<file path="config.mk">
export PLATFORM = sky130hd
export DESIGN_NAME = lighthouse_frame_scheduler
export DESIGN_NICKNAME = d
export VERILOG_FILES = /design/src/rtl/lighthouse_frame_scheduler.sv
export SDC_FILE = /design/constraint.sdc
export NUM_CORES = 1
export LEC_CHECK = 0
export ABC_CLOCK_PERIOD_IN_PS = 2300
export BUFFER_PORTS_ARGS = -buffer_cell sky130_fd_sc_hd__clkbuf_2
export CORE_MARGIN = 2
export CORE_UTILIZATION = 55
export DETAILED_ROUTE_END_ITERATION = 6
export GPL_TIMING_DRIVEN = 0
export PLACE_DENSITY = 0.79
export SYNTH_ARGS = -nofsm -noshare
export SYNTH_HDL_FRONTEND = slang
export SYNTH_SLANG_ARGS = --single-unit
</file>
<file path="constraint.sdc">
create_clock -name clock -period 2.3 [get_ports clock]
set_clock_uncertainty 0.05 [all_clocks]
set_input_delay 0.46 -clock clock [delete_from_list [all_inputs] [get_ports clock]]
set_output_delay 0.46 -clock clock [all_outputs]
set_load 0.03 [all_outputs]
</file>
<file path="src/rtl/lighthouse_frame_scheduler.sv">
// rtl/lighthouse_frame_scheduler.sv - round-robin lighthouse frame sequencer for the SPI frame controller
module lighthouse_frame_scheduler #(
    parameter int NUMBER_OF_SENSORS = 8,
    parameter int GAP_CYCLES        = 1024,
    parameter int TIMEOUT_CYCLES    = 65536
) (
    input  logic                         clock,
    input  logic                         reset_n,
    input  logic                         enable,
    input  logic [NUMBER_OF_SENSORS-1:0] sync_i,
    input  logic                         trigger_me,
    input  logic                         ss_n_i,
    output logic [3:0]                   frame_sel_o,
    output logic                         data_ready_o,
    output logic                         busy_o,
    output logic [15:0]                  frames_sent_o,
    output logic [7:0]                   timeout_count_o
);

    localparam int NF   = (NUMBER_OF_SENSORS + 7) / 8;
    localparam int TMAX = (TIMEOUT_CYCLES > GAP_CYCLES) ? TIMEOUT_CYCLES : GAP_CYCLES;
    localparam int TW   = $clog2(TMAX + 1);

    typedef enum logic [2:0] {
        IDLE      = 3'd0,
        ISSUE     = 3'd1,
        WAIT_LOW  = 3'd2,
        WAIT_HIGH = 3'd3,
        GAP       = 3'd4
    } state_t;

    state_t          state;
    state_t          next_state;
    logic [NF-1:0]   pending;
    logic [NF-1:0]   sync_hit;
    logic [NF-1:0]   pending_set;
    logic [NF-1:0]   pending_clr;
    logic [NF-1:0]   rot;
    logic [NF*8-1:0] sync_pad;
    logic [3:0]      last;
    logic [3:0]      pick;
    logic            pick_valid;
    logic [TW-1:0]   timer;
    logic            ss_prev;
    logic            ss_rise;
    logic            timed_out;
    logic            gap_done;
    logic            select;
    logic            complete;
    logic            abort;
    logic            data_ready_d;
    logic            busy_d;
    int              idx;

    assign ss_rise   = !ss_prev && ss_n_i;
    assign timed_out = (timer == TW'(TIMEOUT_CYCLES - 2));
    assign gap_done  = (timer == TW'(GAP_CYCLES - 1));
    assign select    = (state == IDLE) && enable && pick_valid;
    assign complete  = (state == WAIT_HIGH) && ss_rise;
    assign abort     = timed_out && ((state == WAIT_LOW) || ((state == WAIT_HIGH) && !ss_rise));

    // Widen the sensor vector to whole frames so missing sensors read as zero
    always_comb begin
        sync_pad = '0;
        sync_pad[NUMBER_OF_SENSORS-1:0] = sync_i;
    end

    // One new-data request per frame: any of its eight sensors pulsed
    always_comb begin
        sync_hit = '0;
        for (int f = 0; f < NF; f++) begin
            sync_hit[f] = |sync_pad[8*f +: 8];
        end
    end

    // Round-robin search starting just after the last served frame; descending loop keeps the nearest hit
    always_comb begin
        pick       = '0;
        pick_valid = 1'b0;
        idx        = 0;
        rot        = '0;
        for (int i = NF; i >= 1; i--) begin
            idx = (int'(last) + i) % NF;
            rot = pending >> idx;
            if (rot[0]) begin
                pick       = 4'(idx);
                pick_valid = 1'b1;
            end
        end
    end

    // Pending set sources (sync, debug trigger, timeout retry) and the selection clear
    always_comb begin
        pending_set = sync_hit | {NF{trigger_me}};
        pending_clr = '0;
        if (abort) begin
            pending_set = pending_set | (NF'(1) << frame_sel_o);
        end
        if (select) begin
            pending_clr = NF'(1) << pick;
        end
    end

    // State register
    always_ff @(posedge clock or negedge reset_n) begin
        if (!reset_n) begin
            state <= IDLE;
        end else begin
            state <= next_state;
        end
    end

    // Next-state logic; in WAIT_HIGH a completing edge beats a simultaneous timeout
    always_comb begin
        next_state = state;
        case (state)
            IDLE:      if (select) next_state = ISSUE;
            ISSUE:     next_state = WAIT_LOW;
            WAIT_LOW:  begin
                if (abort) next_state = GAP;
                else if (!ss_n_i) next_state = WAIT_HIGH;
            end
            WAIT_HIGH: if (complete || abort) next_state = GAP;
            GAP:       if (gap_done) next_state = IDLE;
            default:   next_state = IDLE;
        endcase
    end

    // Output decode, registered below so no input reaches an output combinationally
    always_comb begin
        data_ready_d = (state == ISSUE);
        busy_d       = (next_state != IDLE);
    end

    // Datapath: pending flags, frame select, counters, timer and slave-select history
    always_ff @(posedge clock or negedge reset_n) begin
        if (!reset_n) begin
            pending         <= '0;
            last            <= 4'(NF - 1);
            frame_sel_o     <= '0;
            data_ready_o    <= 1'b0;
            busy_o          <= 1'b0;
            frames_sent_o   <= '0;
            timeout_count_o <= '0;
            ss_prev         <= 1'b1;
            timer           <= '0;
        end else begin
            ss_prev      <= ss_n_i;
            pending      <= (pending & ~pending_clr) | pending_set;
            data_ready_o <= data_ready_d;
            busy_o       <= busy_d;
            if (select) begin
                frame_sel_o <= pick;
                last        <= pick;
            end
            if (complete) begin
                frames_sent_o <= frames_sent_o + 16'd1;
            end
            if (abort && (timeout_count_o != 8'hFF)) begin
                timeout_count_o <= timeout_count_o + 8'd1;
            end
            // Timer restarts on each state entry, but keeps running across WAIT_LOW -> WAIT_HIGH
            if ((state == IDLE) || (state == ISSUE) ||
                ((next_state != state) && !((state == WAIT_LOW) && (next_state == WAIT_HIGH)))) begin
                timer <= '0;
            end else begin
                timer <= timer + TW'(1);
            end
        end
    end

endmodule

</file>
# Word-level counts from Yosys, hierarchy flattened
# Cells that the tools add are included.
# totals
reg_bits,48
latchBits,0
ram_bits,0
mem_bits_ro,0
in_bits,13
out_inout_bits,30
word_cells,53
n_memories,0
# classes
add_sub_neg,3
mul,0
n_div,0
order_cmp,0
eq_ne,9
shift,0
mux,10
bitwise_logic,4
reduce_logical,19
# op_table
cell,count
adder 17 x 1 -> 17 bit (second input constant),1
equality test 17 x 10 -> 1 bit (second input constant),1
equality test 17 x 16 -> 1 bit (second input constant),1
2-to-1 mux 17 bit,1
adder 16 x 1 -> 16 bit (second input constant),1
2-to-1 mux 3 bit,5
one-hot mux 3 bit (5 select lines),1
equality test 3 x 2 -> 1 bit (second input constant),3
logical AND 1 bit,9
adder 8 x 1 -> 8 bit (second input constant),1
!= test 8 bit (second input constant),1
OR reduction 8 bit,1
logical OR 1 bit,4
equality test 3 x 1 -> 1 bit (second input constant),1
equality test 3 bit (second input constant),1
logical NOT 1 bit,3
logical NOT 3 bit,1
2-to-1 mux 1 bit,3
!= test 3 bit,1
nonzero test 3 bit,1
bitwise OR 1 bit,2
bitwise AND 1 bit,1
inverter 1 bit,1

# Longest topological paths before layout
# Gate-level depths: netlist of the first run.
# depth
depth_word,15
depth_mapped,8
depth_no_buf,6

# Worst setup path after synthesis of the first run
# No wires, ideal clock.
# synth_path
kind,flip-flop to flip-flop
startpoint,reg timeout_count_o[0]
endpoint,reg timeout_count_o[1]
setup_time_ns,0.128
arrival_time_ns,1.911
slack_ns,0.212
stages_incl_launch_ff,6
path_buffers,0
period_less_slack_ns,2.088
path_cell_list,dfrtp_1 -> ha_1 -> nand2_1 -> nor3_1 -> nor3_2 -> mux2_1
# synth_between
elab_chain_cells,2
# synth_rtl
element,line,rtl
from (decl),17,output logic [7:0] timeout_count_o
from (signal assigned),160,timeout_count_o <= timeout_count_o + 8'd1;
branches (longest 2 deep; another with adder 8 x 1 -> 8 bit),n/a,
# Several ways; the timed one is not identified.
# A chain may end at the register's enable or synchronous reset.

# Worst setup path after layout of the first run
# layout_path
startpoint,reg timer[0]
endpoint,reg timeout_count_o[6]
# layout_between
elab_chain_cells,3
# layout_rtl
element,line,rtl
from (decl),43,logic [TW-1:0] timer;
from (signal assigned),167,timer <= timer + TW'(1);
equality test 17 x 16 -> 1 bit,56,assign timed_out = (timer == TW'(TIMEOUT_CYCLES - 2));
logical AND 1 bit,60,assign abort = timed_out && ((state == WAIT_LOW) || ((state == WAIT_HIGH) && !ss_rise));
logical AND 1 bit,159,if (abort && (timeout_count_o != 8'hFF)) begin
# No other way between the ends.

==> flow_metrics.tcl, run 1 <==
set metrics [dict create \
    outcome "finished clean" \
    synth_top_area_cell "dfrtp_1" \
    grt.overflow.total 0 \
    hold_class "primary input to flip-flop" \
    synth_compound_area_frac 0.06842 \
    syn_inst 222 \
    cp-start-kind "flip-flop" \
    drt_iter0_markers 92 \
    worstRegToRegCells 7 \
    synth_fa_ha_area_frac 0.02105 \
    ys_top_cells_by_area "dfrtp_1, xnor2_1, xor2_1, nand4_1, nand2_1" \
    tritoncts "yes" \
    leakage_nw 1.230 \
    critPathMaxFanout 10 \
    port_buffers 38 \
    async_flop_share 1.000 \
    yosysMostFrequentCell "dfrtp_1" \
    synthMuxAreaShare 0.01421 \
    hold_start "ss_n_i" \
    die_w_um 69.75 \
    placedCellCount 313 \
    synth_simple_gate_area_frac 0.2326 \
    cap_violations 0 \
    nets 288 \
    hpwl_mm 3.074 \
    postSynthAreaPerCell_um2 10.71 \
    hold_end "ss_prev$_DFF_PN1_" \
    place_area_um2 2641 \
    hold_buffers 0 \
    first_global_vias 1730 \
    synth.top_cell.area_share 0.4947 \
    die_y_um 69.75 \
    drive_above_1_share 0.2426 \
    crit_path_end_kind "flip-flop" \
    r2r_end "timeout_count_o[6]$_DFFE_PN0P_" \
    synth_top_family_by_area "simple AND/OR/NAND/NOR gates" \
    drt_wl_total_mm 4.366 \
    cp.required_ns 2.44 \
    clk_latency_ns 0.29 \
    synth_common_cells "dfrtp_1, nand2_1, xnor2_1" \
    gp_congestion 0.7900 \
    grt_pass1_wl_mm 8.024 \
    io-pin-count 43 \
    finalSetupTns_ns 0 \
    rrSetupSlack_ns 0.14 \
    wl_per_cell_um 13.56 \
    ys_warn_count 0 \
    timing.rr.start "timer[0]$_DFF_PN0_" \
    grtUsageTotal 0.2061 \
    drt_first_pass_iters 4 \
    die_area_um2 4864 \
    root_buffer "clkbuf_8" \
    clkSinkCount 48 \
    crit_type "flip-flop to flip-flop" \
    ys_seq_area_frac 0.5058 \
    h-tree-depth 2 \
    whs_path_depth 1 \
    drc_errors 0 \
    ir_drop_mv 0.6470 \
    cts_made_buffers 5 \
    p_per_area_nw_per_um2 743.1 \
    fp.coreArea_um2 4086 \
    synth_seq_cells 48 \
    setup_viol 0 \
    synth-xor-area-share 0.1179 \
    antenna_found_initial 0 \
    netlist_area_um2 2377 \
    worst_pin_slew_ns 1.154 \
    min_period_ns 2.159 \
    final_cells 322 \
    final_hold_viol_count 0 \
    synth_ff_type "dfrtp_1" \
    initial_utilization 0.5818 \
    ant_nets 0 \
    synth-edff-count 0 \
    post-route-cell-area_um2 2748 \
    post_drt_via_cell_ratio 5.528 \
    yosysUniqueCellTypes 41 \
    slew_viol_final 0 \
    crit_arrival_ns 2.30 \
    grt_max_degree 49 \
    fin_crit_sh 0.9385 \
    syn2layout_area_growth_pct 15.58 \
    rows 23 \
    n_antenna_cell 0 \
    clk_pin_slew_ns 0.08 \
    rsz0062_at_grt "no" \
    via_count 1780 \
    fmax_mhz 463.3 \
    cp-startpoint "timer[0]$_DFF_PN0_" \
    max-clock-path-buffers 2 \
    maxSlewHeadroom 0.2307 \
]
timing repair:
item,4_1_cts,5_1_grt
buffers inserted,0,1
endpoints found under the hold margin,0,0
endpoints found under the setup margin,3,10
pin swaps,0,1
gates resized for setup,1,0
through the flow:
step / utilization / hold WS [ns] / setup WS (ns) / total power, mW
after floorplan: - / 0.1144 / 0.2119 / 1.393
after global placement: 0.6464 / 0.4092 / 0.02080 / 1.537
after detailed placement: 0.6464 / 0.4197 / -0.004581 / 1.550
after CTS: 0.6705 / 0.2204 / 0.07415 / 2.068
after global routing: 0.6724 / 0.2090 / 0.01236 / 2.181
final: 0.6724 / 0.2292 / 0.1414 / 2.042
logic make-up (layout without fill, tap and decap cells):
| logic type | after synthesis | after routing |
|---|---|---|
| AO/OA/AOI/OAI | 27 | 27 |
| AND/OR/NAND/NOR | 90 | 90 |
| flip-flops | 48 | 48 |
| multiplexers | 3 | 3 |
| XOR/XNOR | 32 | 32 |
| other | 1 | 4 |
| adder cells (fa/ha/maj) | 4 | 4 |
| buffers and inverters | 17 | 64 |
worst max-delay path, stage by stage (launching register included):
cell	delay, ns
dfrtp_1	0.42
inv_1	0.07
ha_1	0.14
nand4b_1	0.09
or4_4	0.50
buf_6	0.17
nor4_4	0.27
mux2_1	0.33
flip-flops by register name (all words and copies together), names as in the netlist:
signal and flops:
pending 1, busy_o 1, timer 17, ss_prev 1, frames_sent_o 16, timeout_count_o 8
state 3, data_ready_o 1
power breakdown:
| part | internal [mW] | switching (mW) |
|---|---|---|
| logic | 0.161 | 0.350 |
| clock network | 0.245 | 0.261 |
| registers | 0.930 | 0.0941 |
| total | 1.34 | 0.705 |
layer usage:
layer	global-route usage	up-vias	wire [um]
met4	0.06410	0	56
li1	-	877	-
met2	0.3312	30	2116
met3	0.04797	5	161
met5	0	-	0
met1	0.2794	868	2032
final cells by class:
class / count / area [um2]
inverter: 7 / 26.28
fill: 326 / 1339
clock buffer: 8 / 90.09
tap: 50 / 62.56
buffer: 10 / 65.06
sequential: 48 / 1202
timing repair buffer: 39 / 197.7
multi-input combinational: 160 / 1104
cell usage in the layout (no fill, tap or decap), types with 2 or more instances in the layout:
cell and n:
or3_1 3, nor2_1 7, mux2_1 2, nor4_2 4
dfrtp_1 47, ha_1 4, nor4b_2 2, nor3_1 4
clkbuf_8 6, o21ai_0 3, clkbuf_1 2, conb_1 4
xor2_1 15, nand3_1 11, nand2_1 23, buf_2 4
inv_1 7, clkbuf_2 38, a22oi_1 4, nand2b_1 3
and3_1 2, and4_1 3, a21oi_1 14, buf_4 5
o31ai_1 2, nand4_1 14, nor4_1 4, xnor2_1 17
or4_1 3
how the worst max path moves through the flow:
stage / endpoint / slack, ns
finish: timeout_count_o[6]$_DFFE_PN0P_ / 0.14
global route: timeout_count_o[1]$_DFFE_PN0P_ / 0.01
CTS: timer[9]$_DFF_PN0_ / 0.07
detailed placement: busy_o$_DFF_PN0_ / -0.005
global placement: busy_o$_DFF_PN0_ / 0.02
floorplan: timeout_count_o[1]$_DFFE_PN0P_ / 0.21
Power figures use the tool's default switching activity.
==> inputs of run 2 (changes only) <==
- CELL_PAD_IN_SITES_DETAIL_PLACEMENT: unset -> 0
- CELL_PAD_IN_SITES_GLOBAL_PLACEMENT: unset -> 1
- CORE_UTILIZATION: 55 -> 43
- PLACE_DENSITY: 0.79 -> unset
- PLACE_DENSITY_LB_ADDON: unset -> 0.1
==> run 2 against run 1 <==
  * Critical endpoint unchanged
  * Largest power group unchanged
  * Largest cell class unchanged
  * Count of clock-buffer cells in the layout down 3
  * Register-to-register slack worse by 0.03 ns
  * Setup slack worse by 0.032 ns
  * Critical path type unchanged
==> flow_metrics.tcl, run 2 (same netlist as run 1, synthesis figures left out) <==
set metrics [dict create \
    max-clock-path-buffers 2 \
    post_drt_via_cell_ratio 5.221 \
    port_buffers 38 \
    clock_power_share 0.251 \
    hold_end "ss_prev$_DFF_PN1_" \
    clk_pin_slew_ns 0.09 \
    first_global_vias 1710 \
    slew_viol_final 0 \
    grt_max_degree 49 \
    grt.overflow.total 0 \
    clk_latency_ns 0.31 \
    crit_arrival_ns 2.33 \
    maxSlewHeadroom 0.2074 \
    crit_path_end_kind "flip-flop" \
    hold_buffers 0 \
    setup_viol 0 \
    swShare 0.3625 \
    die_y_um 78.36 \
    crit_slowest_cell "or4_4" \
    p_sw_uw 743.4 \
    fillerInstances 534 \
    post-route-cell-area_um2 2780 \
    rsz0062_at_grt "no" \
    largest_reg_flops 17 \
    drt_first_pass_iters 4 \
    io-pin-count 43 \
    n_antenna_cell 0 \
    holdWs_ns 0.2057 \
    drt_wl_total_mm 4.556 \
    p_per_area_nw_per_um2 737.6 \
    drive_above_1_share 0.2500 \
    worstRegToRegCells 7 \
    regMostFlops "timer" \
    min_period_ns 2.190 \
    crit_type "flip-flop to flip-flop" \
    power_frac_comb 0.249 \
    drc_errors 0 \
    die_w_um 78.36 \
    leakage_nw 1.227 \
    p_seq_frac 0.500 \
    root_buffer "clkbuf_8" \
    hold_class "primary input to flip-flop" \
    ant_nets 0 \
    multi_input_area_um2 1104 \
    fin_crit_sh 0.9522 \
    hpwl_mm 3.144 \
    whs_path_depth 1 \
    grt_pass1_wl_mm 8.079 \
    fmax_mhz 456.6 \
    largestRegisters "timer (17), frames_sent_o (16), timeout_count_o (8)" \
    timing.rr.start "timer[0]$_DFF_PN0_" \
    via_count 1796 \
    die_area_um2 6140 \
    critPathMaxStageDelay_ns 0.51 \
    cp-startpoint "timer[0]$_DFF_PN0_" \
    r2r_end "timeout_count_o[6]$_DFFE_PN0P_" \
    rrSetupSlack_ns 0.11 \
    fp.coreArea_um2 5405 \
    rows 27 \
    wl_per_cell_um 13.24 \
    cap_violations 0 \
    regArea_um2 1202 \
    power.internal_mw 1.307 \
    layout_commonest_cell "dfrtp_1" \
    tritoncts "yes" \
    cts_made_buffers 5 \
    crit_chain "inv_1, ha_1, nand4b_1, or4_4, buf_6, nor4_4, mux2_1" \
    final_hold_viol_count 0 \
    syn2layout_area_growth_pct 16.95 \
    antenna_found_initial 0 \
    initial_utilization 0.4398 \
    worst_pin_slew_ns 1.189 \
    h-tree-depth 2 \
    nets 288 \
    grtUsageTotal 0.1649 \
    gp_congestion 0.7913 \
    critPathMaxFanout 10 \
    drt_iter0_markers 119 \
    cp.required_ns 2.44 \
    final_cell_mix "dfrtp_1, clkbuf_2, nand2_1" \
    clkSinkCount 48 \
    place_area_um2 2669 \
    cp-start-kind "flip-flop" \
    ir_drop_mv 0.5063 \
    hold_start "ss_n_i" \
    outcome "finished clean" \
]
==> run 2: cell types whose count changed in the layout (fill, tap and decap cells not counted), sizes merged <==
cell	previous run	this run
clkinvlp	0	2
buf	11	10
clkinv	0	1
clkbuf	46	44
==> run 2: power groups by stage <==
stage,logic (mW),registers (mW),clock network (mW)
2_1_floorplan,0.285,1.11,0
3_3_place_gp,0.509,1.04,0
3_5_place_dp,0.510,1.04,0
4_1_cts,0.517,1.03,0.539
5_1_grt,0.578,1.04,0.569
6_report,0.511,1.03,0.514
==> run 2: critical path, delay by kind of cell, from the launching register on <==
kind / cells / cell delay, ns
and+or+nand+nor: 3 / 0.87
DFF: 1 / 0.43
muxes: 1 / 0.34
buffers and inverters: 2 / 0.24
adders and majority gates: 1 / 0.14
==> run 2: area by class of cell <==
| type | instances | area share |
|---|---|---|
| Sequential cell | 48 | 0.4325 |
| Multi-Input combinational cell | 160 | 0.3969 |
| Timing Repair Buffer | 39 | 0.07111 |
| Tap cell | 72 | 0.03240 |
| Clock buffer | 5 | 0.02475 |
| Buffer | 10 | 0.02430 |
| Inverter | 7 | 0.009451 |
| Clock inverter | 3 | 0.008551 |
==> run 2: per-stage QoR <==
stage / setup TNS (ns) / setup WS, ns / total power, mW / instances / util
final: 0 / 0.1099 / 2.051 / 344 / 0.5144
after global placement: -0.1337 / -0.06328 / 1.551 / 335 / 0.4938
after detailed placement: -0.02442 / -0.02442 / 1.548 / 335 / 0.4938
after CTS: 0 / 0.01295 / 2.083 / 343 / 0.5125
after floorplan: 0 / 0.2119 / 1.393 / 225 / -
after global routing: 0 / 0.01240 / 2.189 / 344 / 0.5144
==> run 2: what timing repair did <==
item                       4_1_cts  5_1_grt
pin swaps                        0        1
setup endpoints to repair        9       10
resized for setup                1        1
setup buffers                    0        1
==> run 2: how the worst max path moves through the flow <==
stage	to	slack [ns]	depth (start not counted)
after floorplan	timeout_count_o[1]$_DFFE_PN0P_	0.21	5
after global placement	busy_o$_DFF_PN0_	-0.06	6
after detailed placement	busy_o$_DFF_PN0_	-0.02	6
after CTS	busy_o$_DFF_PN0_	0.01	6
after global routing	timeout_count_o[6]$_DFFE_PN0P_	0.01	7
final	timeout_count_o[6]$_DFFE_PN0P_	0.11	7
==> run 2: layer usage <==
metal  vias to the layer above  part of all wire  GRT usage
li1                        884                 -          -
met1                       877              0.48     0.2198
met2                        29              0.47     0.2655
met3                         6             0.038    0.04368
met4                         0             0.012    0.04737
met5                         -                 0          0
